**src/rtl/preg_free_list.sv**
```systemverilog
// preg_free_list
//   Physical-register free list for a 2-wide rename path. Circular FIFO of
//   DEPTH entries with show-ahead outputs: up to two pops (rename) and two
//   pushes (retire) per cycle. At reset the list holds pregs
//   NUM_AREGS..NUM_PREGS-1, because the low pregs carry the initial
//   architectural mappings.
//
// Ports
//   i_clk, i_rst            clock (rising edge), async active-high reset
//   i_alloc_req[0:1]        rename consumes o_free_pregs[k] this cycle
//   o_free_pregs[0:1]       next two free pregs, FIFO order (show-ahead)
//   o_free_valid[0:1]       o_free_pregs[k] is valid
//   i_release_en[0:1]       retire returns i_release_preg[k]
//   i_release_preg[0:1]     preg being returned
//   o_free_count            current occupancy
//   o_alloc_err             one-cycle pulse after an illegal alloc request
//   o_overflow              sticky, set when a release had to be dropped
module preg_free_list #(
   parameter int NUM_PREGS = 64,
   parameter int NUM_AREGS = 32,
   parameter int PREG_W    = 6,
   parameter int DEPTH     = NUM_PREGS - NUM_AREGS,
   localparam int CNT_W    = $clog2(DEPTH + 1)
) (
   input  logic              i_clk,
   input  logic              i_rst,
   input  logic              i_alloc_req    [0:1],
   output logic [PREG_W-1:0] o_free_pregs   [0:1],
   output logic              o_free_valid   [0:1],
   input  logic              i_release_en   [0:1],
   input  logic [PREG_W-1:0] i_release_preg [0:1],
   output logic [CNT_W-1:0]  o_free_count,
   output logic              o_alloc_err,
   output logic              o_overflow
);

   localparam int PTR_W = $clog2(DEPTH);

   logic [PREG_W-1:0] entry_q [DEPTH];
   logic [PREG_W-1:0] entry_d [DEPTH];
   logic [PTR_W-1:0]  head_q, head_d;
   logic [PTR_W-1:0]  tail_q, tail_d;
   logic [CNT_W-1:0]  count_q, count_d;
   logic              alloc_err_q, alloc_err_d;
   logic              overflow_q, overflow_d;

   logic [PTR_W-1:0]  head_p1;
   logic              valid0, valid1;
   logic [1:0]        pop_n;
   logic [1:0]        push_n;
   logic              rel0, rel1, acc0, acc1;
   logic [CNT_W-1:0]  avail;
   logic [CNT_W-1:0]  space;

   // Modulo-DEPTH pointer advance; DEPTH need not be a power of two.
   function automatic logic [PTR_W-1:0] ptr_add(input logic [PTR_W-1:0] p,
                                                input logic [1:0] n);
      logic [PTR_W:0] s;
      s = {1'b0, p} + (PTR_W+1)'(n);
      if (s >= (PTR_W+1)'(DEPTH)) s = s - (PTR_W+1)'(DEPTH);
      return s[PTR_W-1:0];
   endfunction

   assign head_p1 = ptr_add(head_q, 2'd1);
   assign valid0  = (count_q != '0);
   assign valid1  = (count_q >= CNT_W'(2));

   assign o_free_pregs[0] = entry_q[head_q];
   assign o_free_pregs[1] = entry_q[head_p1];
   assign o_free_valid[0] = valid0;
   assign o_free_valid[1] = valid1;
   assign o_free_count    = count_q;
   assign o_alloc_err     = alloc_err_q;
   assign o_overflow      = overflow_q;

   always_comb begin
      pop_n = 2'd0;
      if (i_alloc_req[0] && i_alloc_req[1] && valid1)
         pop_n = 2'd2;
      else if (i_alloc_req[0] && valid0)
         pop_n = 2'd1;

      // Port 1 alone is out of order; any request on an empty slot is unserved.
      alloc_err_d = (i_alloc_req[1] && !i_alloc_req[0]) ||
                    (i_alloc_req[0] && !valid0) ||
                    (i_alloc_req[1] && !valid1);

      // p0 is the hardwired zero register and never enters the list.
      rel0 = i_release_en[0] && (i_release_preg[0] != '0);
      rel1 = i_release_en[1] && (i_release_preg[1] != '0);

      // Room is judged after this cycle's pops; port 1 is dropped first.
      avail = count_q - CNT_W'(pop_n);
      space = CNT_W'(DEPTH) - avail;
      acc0  = rel0 && (space != '0);
      acc1  = rel1 && (space > CNT_W'(acc0));

      overflow_d = overflow_q || (rel0 && !acc0) || (rel1 && !acc1);

      entry_d = entry_q;
      tail_d  = tail_q;
      if (acc0) begin
         entry_d[tail_d] = i_release_preg[0];
         tail_d          = ptr_add(tail_d, 2'd1);
      end
      if (acc1) begin
         entry_d[tail_d] = i_release_preg[1];
         tail_d          = ptr_add(tail_d, 2'd1);
      end
      push_n = {1'b0, acc0} + {1'b0, acc1};

      head_d  = ptr_add(head_q, pop_n);
      count_d = avail + CNT_W'(push_n);
   end

   always_ff @(posedge i_clk or posedge i_rst) begin
      if (i_rst) begin
         for (int i = 0; i < DEPTH; i++)
            entry_q[i] <= PREG_W'(NUM_AREGS + i);
         head_q      <= '0;
         tail_q      <= '0;
         count_q     <= CNT_W'(DEPTH);
         alloc_err_q <= 1'b0;
         overflow_q  <= 1'b0;
      end else begin
         entry_q     <= entry_d;
         head_q      <= head_d;
         tail_q      <= tail_d;
         count_q     <= count_d;
         alloc_err_q <= alloc_err_d;
         overflow_q  <= overflow_d;
      end
   end

endmodule

```
**config.mk**
```make
export PLATFORM = sky130hd
export DESIGN_NAME = preg_free_list
export DESIGN_NICKNAME = d
export VERILOG_FILES = /design/src/rtl/preg_free_list.sv
export SDC_FILE = /design/constraint.sdc
export NUM_CORES = 1
export LEC_CHECK = 0
export ABC_AREA = 1
export CORE_UTILIZATION = 40
export CTS_CLUSTER_DIAMETER = 80
export DETAILED_ROUTE_END_ITERATION = 8
export PLACE_DENSITY_LB_ADDON = 0.05
export SLEW_MARGIN = 20
export SYNTH_ARGS = -nofsm -noshare
export SYNTH_HDL_FRONTEND = slang
export SYNTH_SLANG_ARGS = --single-unit
export TNS_END_PERCENT = 30
```
**constraint.sdc**
```tcl
create_clock -name i_clk -period 6.6 [get_ports i_clk]
set_input_delay 0.99 -clock i_clk [delete_from_list [all_inputs] [get_ports i_clk]]
set_output_delay 0.99 -clock i_clk [all_outputs]
set_load 0.01 [all_outputs]
```
* Word level (Yosys, flattened, before mapping)
Cells that the tools add are included.
** Cells by class
- $add $sub $neg :: 12
- $lt $le $gt $ge :: 12
- Mux-type cells :: 22
- Bitwise logic cells :: 4
- Reduce and logical (&&, ||, !) cells :: 27
** Operators by type and width (count)
- $bwmux 192 :: 2
- $mux 192 :: 2
- $bmux 6 s5 :: 2
- $demux 6 s5 :: 2
- $ge 6x6->1 const B :: 8
- $mux 6 :: 6
- $mux 5 :: 6
- $not 5->6 :: 4
- $reduce_bool 6->1 :: 4
- $sub 5x1->5 const B :: 4
- $add 5x1->6 const B :: 3
- $logic_and 1x1->1 :: 14
- $lt 6x1->1 const B :: 2
- $add 5x2->6 :: 1
- $add 6x2->6 :: 1
- $ge 6x2->1 const B :: 1
- $gt 6x1->1 :: 1
- $sub 6x2->6 :: 1
- $sub 6x6->6 const A :: 1
- $logic_not 1->1 :: 5
- $logic_or 1x1->1 :: 4
- $add 1x1->2 :: 1
- $mux 2 :: 1
- $mux 1 :: 1
** Word-level totals
- Flip-flop bits (word level) :: 210
- Bits of input ports :: 18
- Output and inout port bits :: 22

* Logic depth before layout (Yosys ltp)
Gate-level depths: netlist of run 1.
- Depth in word-level cells :: 16
- Mapped depth :: 27
- Mapped depth without buffers :: 26

* Worst setup path after synthesis of run 1
OpenSTA, ideal clock, no wires.
- Kind :: input -> register
- Start :: in i_alloc_req[0] in the netlist's numbering
- End :: reg tail_q[4]
- Library setup time :: 0.129 ns
- Data arrival time :: 3.946 ns
- Slack :: 2.525 ns
- Stages :: 20
- Buffers on the path :: 1
- Path through :: nand3_1 > inv_1 > nor2_1 > ha_1 > fa_1 > ha_1 > nand3_1 > nor2_1 > nand3_1 > nand2_1 > nand3_4 > nand2_4 > xor2_1 > inv_1 > ha_1 > nand3_4 > inv_2 > buf_6 > nand2_2 > nand3_1
** On the way
- Cells in the longest elaborated chain, start to end :: 12
- Elaborated cells on any way between the ends :: 15
** RTL lines
- start, declared :: RTL line 27 : input logic i_alloc_req [0:1],
- $logic_and 1x1->1 (*) (2 in a row) :: RTL line 78 : if (i_alloc_req[0] && i_alloc_req[1] && valid1)
- $mux 2 (*) :: RTL line 78
- $sub 6x2->6 (*) :: RTL line 93 : avail = count_q - CNT_W'(pop_n);
- $sub 6x6->6 (*) :: RTL line 94 : space = CNT_W'(DEPTH) - avail;
- $reduce_bool 6->1 :: RTL line 95 : acc0 = rel0 && (space != '0);
- $logic_and 1x1->1 :: RTL line 95
- $mux 5 :: RTL line 102 : if (acc0) begin
- $add 5x1->6 :: RTL line 59 : s = {1'b0, p} + (PTR_W+1)'(n);
- $sub 5x1->5 or $ge 6x6->1 (tied branches) :: RTL line 60 : if (s >= (PTR_W+1)'(DEPTH)) s = s - (PTR_W+1)'(DEPTH);
- $mux 5 :: RTL line 60
- $mux 5 (*) :: RTL line 106 : if (acc1) begin
- via tail_d[4] :: RTL line 42 : logic [PTR_W-1:0] tail_q, tail_d;
- end signal, assigned :: RTL line 128 : tail_q <= tail_d;
- end, declared :: RTL line 42
The timed path passes the listed nets; every way through them passes the cells marked *.

==> results of run 1 <==
==> worst max-delay path, cell delays in order (launching register included) <==
cell,delay [ns]
dfrtp_2,0.61
ha_2,0.44
clkinv_1,0.58
buf_4,0.49
a21oi_1,0.14
o21ai_0,0.16
nand3_1,0.16
nand3_1,0.14
a31oi_1,0.37
clkdlybuf4s50_1,0.62
==> sequential cells by signal (all words and copies together), names as in the netlist <==
| name | flops |
|---|---|
| entry_q | 192 |
| head_q | 5 |
| o_alloc_err | 1 |
| o_free_count | 6 |
| o_overflow | 1 |
| tail_q | 5 |
==> metal layers <==
metal / vias up / routed length, um / part of all wire
met3: 132 / 4689 / 0.075
met2: 623 / 27420 / 0.44
met1: 7266 / 28070 / 0.45
met4: 2 / 2386 / 0.038
li1: 7469 / - / -
met5: - / 11 / 0.00018
==> through the flow <==
stage	total power, mW	utilization	worst slack, ns	instances
4_1_cts	10.27	0.4463	1.350	2768
3_3_place_gp	8.482	0.4188	1.105	2714
3_5_place_dp	8.510	0.4188	0.9751	2714
2_1_floorplan	6.405	-	0.05947	2315
6_report	10.38	0.4463	1.309	2768
5_1_grt	11.07	0.4463	1.089	2768
==> cell families (layout without fill, tap and decap cells) <==
logic type | count (synthesis) | count (layout)
simple gates | 1061 | 1061
compound gates | 647 | 647
buf+inv | 364 | 306
flops | 210 | 210
fa+ha+maj | 18 | 18
xor+xnor | 15 | 15
==> area by class of cell <==
cell class | count | area (um^2)
Multi-Input combinational cell | 1741 | 8429
Clock buffer | 42 | 864.6
Fill cell | 4012 | 20860
Tap cell | 511 | 639.4
Clock inverter | 12 | 170.2
Sequential cell | 210 | 5401
Inverter | 180 | 690.7
Timing Repair Buffer | 72 | 613.1
==> power by group through the flow <==
stage          combinational (mW)  clock [mW]  sequential, mW
4_1_cts                      5.95        1.74            2.57
2_1_floorplan                4.03           0            2.37
3_5_place_dp                 5.93           0            2.58
5_1_grt                      6.61        1.79            2.67
3_3_place_gp                 5.89           0            2.59
6_report                     6.08        1.72            2.59
==> path summary, 6_finish.rpt <==
kind                                      start               to  cells after the start
worst max-delay path                  head_q[1]  o_free_pregs[1]                      9
worst min-delay path                 o_overflow       o_overflow                      2
worst max register to register  o_free_count[2]     entry_q[187]                     22
worst min register to register       o_overflow       o_overflow                      2
max in group asynchronous                 i_rst      entry_q[43]                      3
min in group asynchronous                 i_rst      o_alloc_err                      2
==> layout by cell type (no fill, tap or decap), types with 9 or more instances in the layout <==
master / netlist / final
nor2_2: 19 / 19
clkdlybuf4s50_1: 0 / 34
nand2_1: 690 / 690
inv_2: 10 / 9
clkbuf_8: 0 / 9
clkbuf_16: 0 / 29
o21ai_1: 41 / 41
a21oi_1: 161 / 161
nor2_1: 54 / 54
inv_1: 167 / 166
a31oi_1: 17 / 17
o21ai_0: 389 / 389
nand2_2: 35 / 35
xor2_1: 12 / 12
ha_1: 16 / 15
o211ai_1: 30 / 30
dfstp_2: 113 / 113
buf_4: 16 / 33
nand3_1: 225 / 225
dfrtp_1: 97 / 95
==> impl_metrics.env, run 1 <==
export IMPL_switching_power_mw=5.378
export IMPL_cts_root_buffer="clkbuf_16"
export IMPL_cts_hold_buf=0
export IMPL_ir_drop_v=0.0004410
export IMPL_synth_fa_ha_area_frac=0.01568
export IMPL_outcome="finished, final reports clean"
export IMPL_internal_power_mw=5.006
export IMPL_ys_seq_area_frac=0.3521
export IMPL_finalWorstPathRequiredPeriod_ns=5.291
export IMPL_layout_nets=2270
export IMPL_synth_xor_area_frac=0.008573
export IMPL_htree_levels=1
export IMPL_finalSetupViolCount=0
export IMPL_cts_sinks=210
export IMPL_synth_compound_area_frac=0.2197
export IMPL_ant_nets=0
export IMPL_synthToLayoutAreaGrowth_pct=9.683
export IMPL_synthesis_area_um2=15320
export IMPL_cts_tree="built"
export IMPL_port_buffers=39
export IMPL_wl_per_cell_um=22.61
export IMPL_grtUsageMet2=0.4947
export IMPL_drt_pass1_iterations=6
export IMPL_path_max_fanout=28
export IMPL_synthCells=2315
export IMPL_io_pins=40
export IMPL_diodes=0
export IMPL_path_class="register to primary output"
export IMPL_pwr_share_seq=0.249
export IMPL_initial_utilization=0.4069
export IMPL_finalWirelength_um=62580
export IMPL_grt_antenna_before_repair=1
export IMPL_routed_via_count=15490
export IMPL_synth_area_leaders="dfstp_2, nand2_1, dfrtp_1"
export IMPL_post_cts_setup_buffers=0
export IMPL_die_h_um=197.7
export IMPL_drt_initial_drc_count=1617
export IMPL_busiest_layer="met2"
export IMPL_switching_share=0.5179
export IMPL_max_slew_worst_pin_slew_ns=1.000
export IMPL_ctsResizeCount=0
export IMPL_hold_violations=0
export IMPL_r2r_setup_slack_ns=1.58
export IMPL_hold_ws_ns=0.5047
export IMPL_cap_violations=0
export IMPL_dp_hpwl_um=40130
export IMPL_grt_pass1_vias=14410
export IMPL_gp_congestion=0.9427
export IMPL_num_rows=71
export IMPL_ys_seq_elements=210
export IMPL_synth_async_reset_ratio=1.000
export IMPL_grt_overflow=0
export IMPL_p_clk_frac=0.165
export IMPL_synth_top_family_by_area="simple AND/OR/NAND/NOR gates"
export IMPL_ys_types=39
export IMPL_worstSkewPairLatency_ns=0.58
export IMPL_synth_simple_gate_area_frac=0.3047
export IMPL_path_clk_slew_ns=0.06
export IMPL_finClkSkew_ns=0.02164
export IMPL_synthMuxAreaShare=0
export IMPL_cp_start_kind="register"
export IMPL_powerDensity_nw_per_um2=617.8
export IMPL_ys_top_cells_by_count="nand2_1, o21ai_0, nand3_1, inv_1, a21oi_1"
export IMPL_cp_data_arrival_time_ns=4.30
export IMPL_core_area_um2=37670
export IMPL_fmax_ghz=0.1890
export IMPL_met3_usage=0.04241
export IMPL_grt_pass1_wl_um=93920
export IMPL_rsz0062_at_grt="false"
export IMPL_synth_edf_count=0
export IMPL_vias_per_cell=5.597
export IMPL_grt_max_degree=120
export IMPL_drive_gt1_frac=0.1298
export IMPL_die_w_um=197.7
export IMPL_syn_area_per_cell_um2=6.620
export IMPL_use_met1=0.4619
export IMPL_cp_required_ns=5.61
export IMPL_p_comb_frac=0.586
export IMPL_fin_area_um2=16810
export IMPL_synth_top_cell_area_share=0.1937
export IMPL_remaining_drc_errors=0
export IMPL_place_area_um2=15770
export IMPL_hold_class="register to register"
export IMPL_yosysWarnings=0
export IMPL_max_slew_margin=0.3326
export IMPL_drv_slew=0
export IMPL_grt_usage=0.3224
export IMPL_post_route_period_util=0.8016
export IMPL_synth_top_area_cell="dfstp_2"
export IMPL_setup_tns_ns=0
export IMPL_die_area_um2=39100
export IMPL_end_kind="primary output"
export IMPL_yosysMostFrequentCell="nand2_1"
export IMPL_clk_path_buf_depth=3
export IMPL_p_leak_nw=7.554
export IMPL_synth_fp_nets=2351
export IMPL_cts_buffers=29
export IMPL_synth_flop_cell="dfstp_2"
Note: power is estimated with default switching activity, not from simulation.
==> inputs of run 2 (changes only) <==
==> constraint.sdc (replaced) <==
create_clock -name i_clk -period 4.3 [get_ports i_clk]
set_input_delay 0.645 -clock i_clk [delete_from_list [all_inputs] [get_ports i_clk]]
set_output_delay 0.645 -clock i_clk [all_outputs]
set_load 0.01 [all_outputs]
==> run 2 against run 1 <==
Effect of this change:
- worst hold slack improved by 0.0015 ns
- die area did not move
- sequential power rose by 50%
- largest cell class unchanged
- highest routed layer unchanged
==> impl_metrics.env, run 2 (synthesis gave the netlist of run 1 again) <==
export IMPL_outcome="finished, final reports clean"
export IMPL_final_core_util=0.4749
export IMPL_cts_hold_buf=0
export IMPL_ir_drop_v=0.0006227
export IMPL_cp_data_arrival_time_ns=3.61
export IMPL_die_w_um=197.7
export IMPL_powerDensity_nw_per_um2=934.4
export IMPL_htree_levels=1
export IMPL_cts_buffers=29
export IMPL_synthToLayoutAreaGrowth_pct=16.72
export IMPL_regMostFlops="entry_q"
export IMPL_finClkSkew_ns=0.01940
export IMPL_path_clk_slew_ns=0.06
export IMPL_cts_root_buffer="clkbuf_16"
export IMPL_grt_max_degree=80
export IMPL_port_buffers=39
export IMPL_dp_hpwl_um=41680
export IMPL_cts_sinks=210
export IMPL_nFillCells=3914
export IMPL_drv_slew=0
export IMPL_finalWorstPathRequiredPeriod_ns=4.252
export IMPL_final_common_cell="nand2_1"
export IMPL_largest_reg_flops=192
export IMPL_die_area_um2=39100
export IMPL_grt_pass1_vias=14580
export IMPL_initial_utilization=0.4069
export IMPL_max_slew_margin=0.2162
export IMPL_grt_pass1_wl_um=93290
export IMPL_routed_via_count=16110
export IMPL_layout_common_cells="nand2_1, o21ai_0, nand3_1"
export IMPL_layout_nets=2372
export IMPL_cts_tree="built"
export IMPL_internal_power_mw=8.238
export IMPL_switching_power_mw=8.476
export IMPL_worstSkewPairLatency_ns=0.59
export IMPL_drt_pass1_iterations=6
export IMPL_post_route_period_util=0.9887
export IMPL_pwr_share_seq=0.233
export IMPL_fmax_ghz=0.2352
export IMPL_finalSetupViolCount=0
export IMPL_holdPathStages=2
export IMPL_die_h_um=197.7
export IMPL_max_slew_worst_pin_slew_ns=1.172
export IMPL_diodes=0
export IMPL_remaining_drc_errors=0
export IMPL_switching_share=0.5071
export IMPL_ant_nets=0
export IMPL_p_leak_nw=8.138
export IMPL_p_clk_frac=0.148
export IMPL_end_kind="primary output"
export IMPL_path_class="register to primary output"
export IMPL_grt_antenna_before_repair=2
export IMPL_num_rows=71
export IMPL_power_mw=16.71
export IMPL_grt_usage=0.3184
export IMPL_finalWirelength_um=62500
export IMPL_cap_violations=0
export IMPL_drive_gt1_frac=0.1763
export IMPL_r2r_cells=24
export IMPL_hold_violations=0
export IMPL_drt_initial_drc_count=1486
export IMPL_clk_path_buf_depth=3
export IMPL_vias_per_cell=5.613
export IMPL_cp_start_kind="register"
export IMPL_wl_per_cell_um=21.78
export IMPL_path_max_fanout=30
export IMPL_p_comb_frac=0.619
export IMPL_core_area_um2=37670
export IMPL_gp_congestion=0.9690
export IMPL_hold_class="register to register"
export IMPL_io_pins=40
export IMPL_grt_overflow=0
export IMPL_cp_required_ns=3.65
-- run 2: changes by cell type in the layout (fill, tap and decap cells not counted), sizes merged --
cell and change:
dlymetal6s2s +2, clkinv +1, clkdlybuf4s50 -3, clkbuf +1
inv -2, buf +102, bufinv -1, clkinvlp +2
-- run 2: worst max-delay path, stage by stage (launching register included) --
cell and delay [ns]:
dfrtp_4 0.54, ha_2 0.35, clkinv_1 0.08, buf_6 0.32
a21oi_1 0.06, o21ai_0 0.11, nand3_1 0.17, and3_1 0.25
a311oi_1 0.39, a31oi_2 0.14, clkdlybuf4s50_1 0.58
-- run 2: cell type report --
cell class / instances / area, um^2 / share of cell area
Timing Repair Buffer: 174 / 1633 / 0.09128
Clock inverter: 12 / 142.6 / 0.007974
Sequential cell: 210 / 5401 / 0.3020
Multi-Input combinational cell: 1741 / 8564 / 0.4788
Clock buffer: 42 / 804.5 / 0.04498
Tap cell: 511 / 639.4 / 0.03574
Inverter: 180 / 701.9 / 0.03924
-- run 2: power groups by stage --
stage	sequential, mW	clock [mW]	combinational [mW]
2_1_floorplan	3.64	0	6.19
3_3_place_gp	3.89	0	9.75
3_5_place_dp	3.88	0	9.79
6_report	3.89	2.47	10.4
4_1_cts	3.87	2.51	9.87
5_1_grt	4.00	2.57	11.2
-- run 2: stage by stage --
step	cell area (um^2)	setup slack (ns)	setup TNS [ns]	hold WS (ns)	cells
6_report	17890	0.04844	0	0.5062	2870
5_1_grt	17890	-0.004332	-0.004332	0.5334	2870
4_1_cts	17650	0.002385	0	0.5325	2864
3_5_place_dp	16680	-0.1760	-11.76	0.5140	2808
3_3_place_gp	16680	-0.1620	-7.833	0.5139	2808
2_1_floorplan	15330	0.4431	0	0.4988	2315
-- run 2: worst paths after layout --
| path | slack (ns) | to | from |
|---|---|---|---|
| worst min-delay path | 0.51 | o_overflow | o_overflow |
| worst max-delay path | 0.05 | o_free_pregs[1] | head_q[0] |
| min in group asynchronous | 0.53 | entry_q[38] | i_rst |
| worst min register to register | 0.51 | o_overflow | o_overflow |
| worst max register to register | 0.33 | entry_q[112] | o_free_count[5] |
| max in group asynchronous | 2.87 | entry_q[175] | i_rst |
-- run 2: timing repair --
item | in CTS | in global routing
pin swaps | 0 | 4
gates resized for setup | 1 | 46
cloned | 0 | 1
setup endpoints to repair | 6 | 206
setup buffers | 2 | 5
-- run 2: per-layer routing --
| metal | up-vias | routed length, um | track usage |
|---|---|---|---|
| met5 | - | 13 | 0 |
| met1 | 7569 | 27740 | 0.4631 |
| met2 | 746 | 27160 | 0.4814 |
| met3 | 131 | 5421 | 0.04548 |
| li1 | 7661 | - | - |
| met4 | 2 | 2159 | 0.1062 |
==> inputs of run 3 (changes only) <==
--- a/config.mk
+++ b/config.mk
@@ -5,7 +5,6 @@
 export SDC_FILE = /design/constraint.sdc
 export NUM_CORES = 1
 export LEC_CHECK = 0
-export ABC_AREA = 1
 export CORE_UTILIZATION = 40
 export CTS_CLUSTER_DIAMETER = 80
 export DETAILED_ROUTE_END_ITERATION = 8
==> run 3 against run 2 <==
Effect of this change:
- the run now ends with setup timing left
- largest cell class unchanged
- non-clock buffer count up 58
- synthesized cell count down 55%
- sequential cell count unchanged
==> impl_metrics.env, run 3 <==
export IMPL_path_cells="or3_4, or3_4, nand2b_4, and3_4, ha_4, fa_2, ha_4, nor2b_4, nand4_1, a2111oi_4, a211oi_4, buf_6, xnor2_4, ha_4, nand3_4, buf_6, or4b_4, mux2_4"
export IMPL_cts_hold_buf=0
export IMPL_dp_hpwl_um=33060
export IMPL_grt_max_degree=99
export IMPL_slowest_stage="fa_2"
export IMPL_core_area_um2=36700
export IMPL_outcome="finished with violations"
export IMPL_cts_buffers=28
export IMPL_synth_top_area_cell="mux2_2"
export IMPL_initial_utilization=0.4073
export IMPL_drv_slew=0
export IMPL_routed_via_count=9929
export IMPL_worstSkewPairLatency_ns=0.57
export IMPL_cap_violations=0
export IMPL_grt_antenna_before_repair=0
export IMPL_hold_class="register to register"
export IMPL_cp_common_cell="ha_4"
export IMPL_synthToLayoutAreaGrowth_pct=25.95
export IMPL_largest_reg_flops=192
export IMPL_finClkSkew_ns=0.01588
export IMPL_drt_pass1_iterations=5
export IMPL_max_slew_margin=0.3928
export IMPL_io_pins=40
export IMPL_synth_fp_nets=1068
export IMPL_grt_pass1_wl_um=72090
export IMPL_slowest_delay_ns=0.58
export IMPL_ys_seq_area_frac=0.3611
export IMPL_ys_seq_elements=210
export IMPL_vias_per_cell=5.914
export IMPL_regMostFlops="entry_q"
export IMPL_cts_tree="built"
export IMPL_ys_types=61
export IMPL_finalWorstPathRequiredPeriod_ns=4.874
export IMPL_multiInputGateArea_um2=9480
export IMPL_critPathBufInv=2
export IMPL_synth_area_leaders="mux2_2, dfstp_2, mux4_2"
export IMPL_synth_async_reset_ratio=1.000
export IMPL_finalWirelength_um=48740
export IMPL_hold_violations=0
export IMPL_rsz0062_at_grt="true"
export IMPL_layout_common_cells="mux2_2, buf_4, mux4_2"
export IMPL_wl_per_cell_um=29.03
export IMPL_synth_edf_count=0
export IMPL_ant_nets=0
export IMPL_fmax_ghz=0.2052
export IMPL_syn_area_per_cell_um2=14.48
export IMPL_path_class="register to register"
export IMPL_synthesis_area_um2=14950
export IMPL_violations="setup timing"
export IMPL_seq_area_um2=5403
export IMPL_yosysWarnings=0
export IMPL_grt_pass1_vias=10240
export IMPL_synthCells=1032
export IMPL_die_h_um=195.3
export IMPL_post_route_period_util=1.133
export IMPL_cp_required_ns=4.74
export IMPL_ir_drop_v=0.0004355
export IMPL_synth_flop_cell="dfstp_2"
export IMPL_yosysMostFrequentCell="mux2_2"
export IMPL_p_leak_nw=7.765
export IMPL_finalSetupViolCount=199
export IMPL_powerDensity_nw_per_um2=897.5
export IMPL_cp_data_arrival_time_ns=5.32
export IMPL_path_clk_slew_ns=0.06
export IMPL_remaining_drc_errors=0
export IMPL_drt_initial_drc_count=578
export IMPL_ys_top_cells_by_count="mux2_2, mux4_2, dfstp_2, dfrtp_1, mux2i_1"
export IMPL_final_common_cell="mux2_2"
export IMPL_htree_levels=1
export IMPL_num_rows=70
export IMPL_port_buffers=39
export IMPL_hold_ws_ns=0.4742
export IMPL_grt_overflow=0
export IMPL_end_kind="register"
export IMPL_cts_root_buffer="clkbuf_16"
export IMPL_max_slew_worst_pin_slew_ns=0.9108
export IMPL_grt_usage=0.2587
export IMPL_nFillCells=3154
export IMPL_die_area_um2=38140
export IMPL_final_core_util=0.5130
export IMPL_drive_gt1_frac=0.7215
export IMPL_worst_slack_ns=-0.5737
export IMPL_path_max_fanout=6
export IMPL_cts_sinks=210
export IMPL_clk_path_buf_depth=3
export IMPL_layout_nets=1225
export IMPL_place_area_um2=17260
export IMPL_die_w_um=195.3
export IMPL_fin_area_um2=18820
export IMPL_gp_congestion=0.8111
export IMPL_crit_family="simple AND/OR/NAND/NOR gates"
export IMPL_cp_start_kind="register"
export IMPL_synth_top_cell_area_share=0.2200
==> run 3: cell types whose count changed after synthesis, sizes merged, moves of 30 or more <==
cell / previous run / this run
nand2: 733 / 7
clkbuf: 106 / 62
o211ai: 30 / 0
mux2: 0 / 333
buf: 78 / 43
mux4: 0 / 120
a21oi: 161 / 3
nand3: 234 / 34
o21ai: 430 / 1
mux2i: 0 / 66
inv: 178 / 17
nor2: 78 / 10
==> run 3: cell families after synthesis <==
group                    count (synthesis)  synth area share
adder cells (fa/ha/maj)                 18           0.01607
AO/OA/AOI/OAI                           41           0.03491
buffers and inverters                  122           0.03633
AND/OR/NAND/NOR                        102           0.05098
flip-flops                             210            0.3611
XOR/XNOR                                20           0.01298
multiplexers                           519            0.4877
==> run 3: layer usage <==
metal	track usage	wire (um)	part of all wire	vias up
met1	0.3634	21790	0.45	5320
li1	-	-	-	4305
met5	0.002554	0	0	-
met2	0.4149	23180	0.48	233
met3	0.03437	2164	0.044	71
met4	0.08078	1608	0.033	0
==> run 3: what timing repair did <==
action,4_1_cts,5_1_grt
buffers inserted,8,12
gates resized for setup,24,89
endpoints found under the setup margin,206,212
pin swaps,9,7
==> run 3: where the power goes <==
group	internal [mW]	total [mW]	switching, mW
registers	3.32	4.21	0.892
logic	5.77	10.3	4.55
clock network	1.42	2.36	0.935
total	10.5	16.9	6.38
==> run 3: metrics by stage <==
| step | power [mW] | worst slack (ns) | TNS (ns) | instances |
|---|---|---|---|---|
| floorplan | 10.37 | -1.043 | -148.48 | 1032 |
| global placement | 13.95 | -0.6409 | -103.69 | 1610 |
| detailed placement | 14.05 | -0.7469 | -120.91 | 1610 |
| CTS | 16.67 | -0.5857 | -92.16 | 1669 |
| global route | 17.71 | -0.7642 | -124.29 | 1678 |
| finish | 16.90 | -0.5737 | -84.17 | 1679 |
==> run 3: cell type report <==
class / instances / share of cell area
diodes: 1 / 0.0001329
clock buffers: 46 / 0.04400
clock inverters: 5 / 0.004719
inverters: 17 / 0.003589
multi-input cells: 700 / 0.5036
flip-flops and latches: 210 / 0.2870
well taps: 468 / 0.03111
repair buffers: 232 / 0.1258
==> run 3: path summary, 6_finish.rpt <==
kind                                 start           end  slack, ns  depth (start not counted)
min in group asynchronous            i_rst   entry_q[57]       0.48                          2
max reg2reg                o_free_count[3]   entry_q[18]      -0.57                         18
max in group asynchronous            i_rst  entry_q[111]       3.01                          3
min reg2reg                     o_overflow    o_overflow       0.47                          1
max                        o_free_count[3]   entry_q[18]      -0.57                         18
min                             o_overflow    o_overflow       0.47                          1
==> RTL change (config.mk and constraints of run 2) <==
Register the output `o_overflow` once more, with the module's reset; this adds one clock of latency there. The other outputs are not delayed to match.
--- a/src/rtl/preg_free_list.sv
+++ b/src/rtl/preg_free_list.sv
@@ -73,3 +73,9 @@
    assign o_alloc_err     = alloc_err_q;
-   assign o_overflow      = overflow_q;
+   always_ff @(posedge i_clk or posedge i_rst) begin
+      if (i_rst) begin
+         o_overflow <= '0;
+      end else begin
+         o_overflow <= overflow_q;
+      end
+   end
 
Behaviour: not the same (Yosys sat finds a counterexample within 4 cycles, from zero or initial values and one cycle with i_rst high).
==> RTL change against run 2 <==
Utilization fell by 0.17 points; final cell count fell by 0.42%; sequential cell count rose by 1; area after synthesis rose by 0.16%; global-route usage rose by 0.71 points; cell area fell by 0.13%; power fell by 0.60%; worst setup slack improved by 0.019 ns; sequential share of layout area rose by 0.18 points; routed wire length rose by 2.3%; clock skew fell by 0.0099 ns; critical endpoint unchanged.
==> RTL change: results (changes against run 2) <==
| Metric | Value |
|---|---|
| Outcome | completed (unchanged) |
| Routability Congestion | 0.939 (was 0.969) |
| TritonCTS buffer count | 28 (was 29) |
| Clock root buffer | clkbuf_16 (unchanged) |
| Vias/cell | 5.64 (was 5.61) |
| Syn Nets | 2352 (was 2351) |
| DR pass1 iterations | 6 (unchanged) |
| Library cells used by synthesis | 39 (unchanged) |
| CP max FO | 67 (was 30) |
| First-pass GRT wire length | 94500 um (was 93300 um) |
| Peak VDD IR | 0.555 mV (was 0.623 mV) |
| Fill count | 3917 (was 3914) |
| Number of global-route vias before repair | 14.7k (was 14.6k) |
| Post-synthesis compound-gate area fraction | 21.9% (was 22.0%) |
| Fraction of layout cells with a size suffix above 1 | 17.2% (was 17.6%) |
| Ranking of synthesized cells by area | dfstp_2 (19%), nand2_1 (17%), dfrtp_1 (16%) (unchanged) |
| Wire length per cell | 22.4 um (was 21.8 um) |
| Post-synth ARST share | 100% (unchanged) |
| Synth Area in XOR/XNOR | 0.856% (was 0.857%) |
| Average size of a mapped cell | 6.63 sq um (was 6.62 sq um) |
| Starting DRT DRC Count | 2005 (was 1486) |
| Clk_skew | 0.00946 ns (was 0.0194 ns) |
| Synth warnings | 0 (unchanged) |
| Mux contribution to synthesized area | 0% (unchanged) |
| Slowest CP cell | dfrtp_4 (was clkdlybuf4s50_1) |
| Delay-heaviest family, CP | buffers and inverters (unchanged) |
| Reg with most FFs | entry_q (unchanged) |
| Cell Count, Final, Fillers Out | 2858 (was 2870) |
| Gr usage total | 32.5% (was 31.8%) |
| Pre-CTS WS | -0.174 ns (was -0.176 ns) |
| Synth Area in Adders | 1.57% (about the same) |
| Leak | 8.12 nW (was 8.14 nW) |
| Antenna cells | 0 (unchanged) |
| Most common library cells after synthesis | nand2_1 (690), o21ai_0 (389), nand3_1 (225) (unchanged) |
| Sequential element share of the synthesized area | 35.3% (was 35.2%) |
| Worst slew pin tran | 0.958 ns (was 1.17 ns) |
| Dpl cells | 2804 (was 2808) |
| Largest net degree at the start of global routing | 134 (was 80) |
| Worst-Skew Late Latency | 0.57 ns (was 0.59 ns) |
| HPWL after DPL | 42900 um (was 41700 um) |
| Total Nets Final | 2361 (was 2372) |
| CP max stage delay | 0.55 ns (was 0.58 ns) |
RTL change: changes by cell type in the layout (fill, tap and decap cells not counted), sizes merged:
cell / change
buf: -12
dlymetal6s2s: +3
bufinv: -2
clkbuf: -2
clkdlybuf4s50: -2
clkinv: +2
dfrtp: +1
RTL change: worst register-to-register path, delay by kind of cell, from the launching register on:
| kind | cells | cell delay (ns) |
|---|---|---|
| and+or+nand+nor | 14 | 1.37 |
| DFF | 1 | 0.56 |
| buffers and inverters | 4 | 0.50 |
| AOI/OAI and AO/OA | 1 | 0.34 |
| adders and majority gates | 4 | 1.21 |
RTL change: what timing repair did:
| action | CTS | global route |
|---|---|---|
| endpoints found under the setup margin | 3 | 206 |
| hold endpoints to repair | 0 | 0 |
| setup buffers | 0 | 1 |
| resized for setup | 2 | 31 |
| pin swaps | 1 | 2 |
| gates cloned | 0 | 1 |
RTL change: path summary, 6_finish.rpt:
kind                                  from         endpoint  slack [ns]  depth (start not counted)
hold / removal                  overflow_q       o_overflow        0.41                          0
max in group asynchronous            i_rst      entry_q[97]        2.96                          3
hold reg to reg                 overflow_q       o_overflow        0.41                          0
setup reg to reg           o_free_count[5]     entry_q[122]        0.28                         23
setup / recovery                 head_q[0]  o_free_pregs[1]        0.07                         10
min in group asynchronous            i_rst      entry_q[13]        0.50                          2
RTL change: area by class of cell:
type / instances / area [sq um] / area share, %
clock buffers: 40 / 837 / 4.69
clock inverters: 12 / 95.1 / 0.532
inverters: 180 / 697 / 3.90
multi-input cells: 1741 / 8510 / 47.6
flip-flops and latches: 211 / 5430 / 30.4
well taps: 511 / 639 / 3.58
repair buffers: 163 / 1660 / 9.29
RTL change: cells by family (layout without fill, tap and decap cells):
family | count (synthesis) | after routing
flops | 211 | 211
fa+ha+maj | 18 | 18
xor+xnor | 15 | 15
simple gates | 1061 | 1061
buf+inv | 364 | 395
compound gates | 647 | 647
RTL change: report_power, final:
group / internal [W] / total, W / switching, W / leakage (nW)
combinational: 0.00349 / 0.0102 / 0.00676 / 5.32
clock: 0.00141 / 0.00240 / 0.000987 / 0.467
sequential: 0.00324 / 0.00397 / 0.000724 / 2.33
total: 0.00814 / 0.0166 / 0.00847 / 8.12
RTL change: through the flow:
step	setup TNS, ns	hold slack, ns	cell area, sq um	power, W	util [%]
global route	-0.0311	0.423	17900	0.0177	47.3
floorplan	0	0.354	15400	0.00984	-
detailed placement	-13.01	0.396	16800	0.0138	44.4
finish	0	0.405	17900	0.0166	47.3
CTS	0	0.410	17700	0.0163	46.9
global placement	-0.912	0.392	16800	0.0138	44.4
RTL change: per-layer routing:
layer,vias to the layer above,track usage [%],part of all wire [%]
li1,7639,-,-
met1,7609,47.6,44
met2,777,49.3,44
met3,101,4.80,9.2
met4,0,9.53,2.9
met5,-,0,0
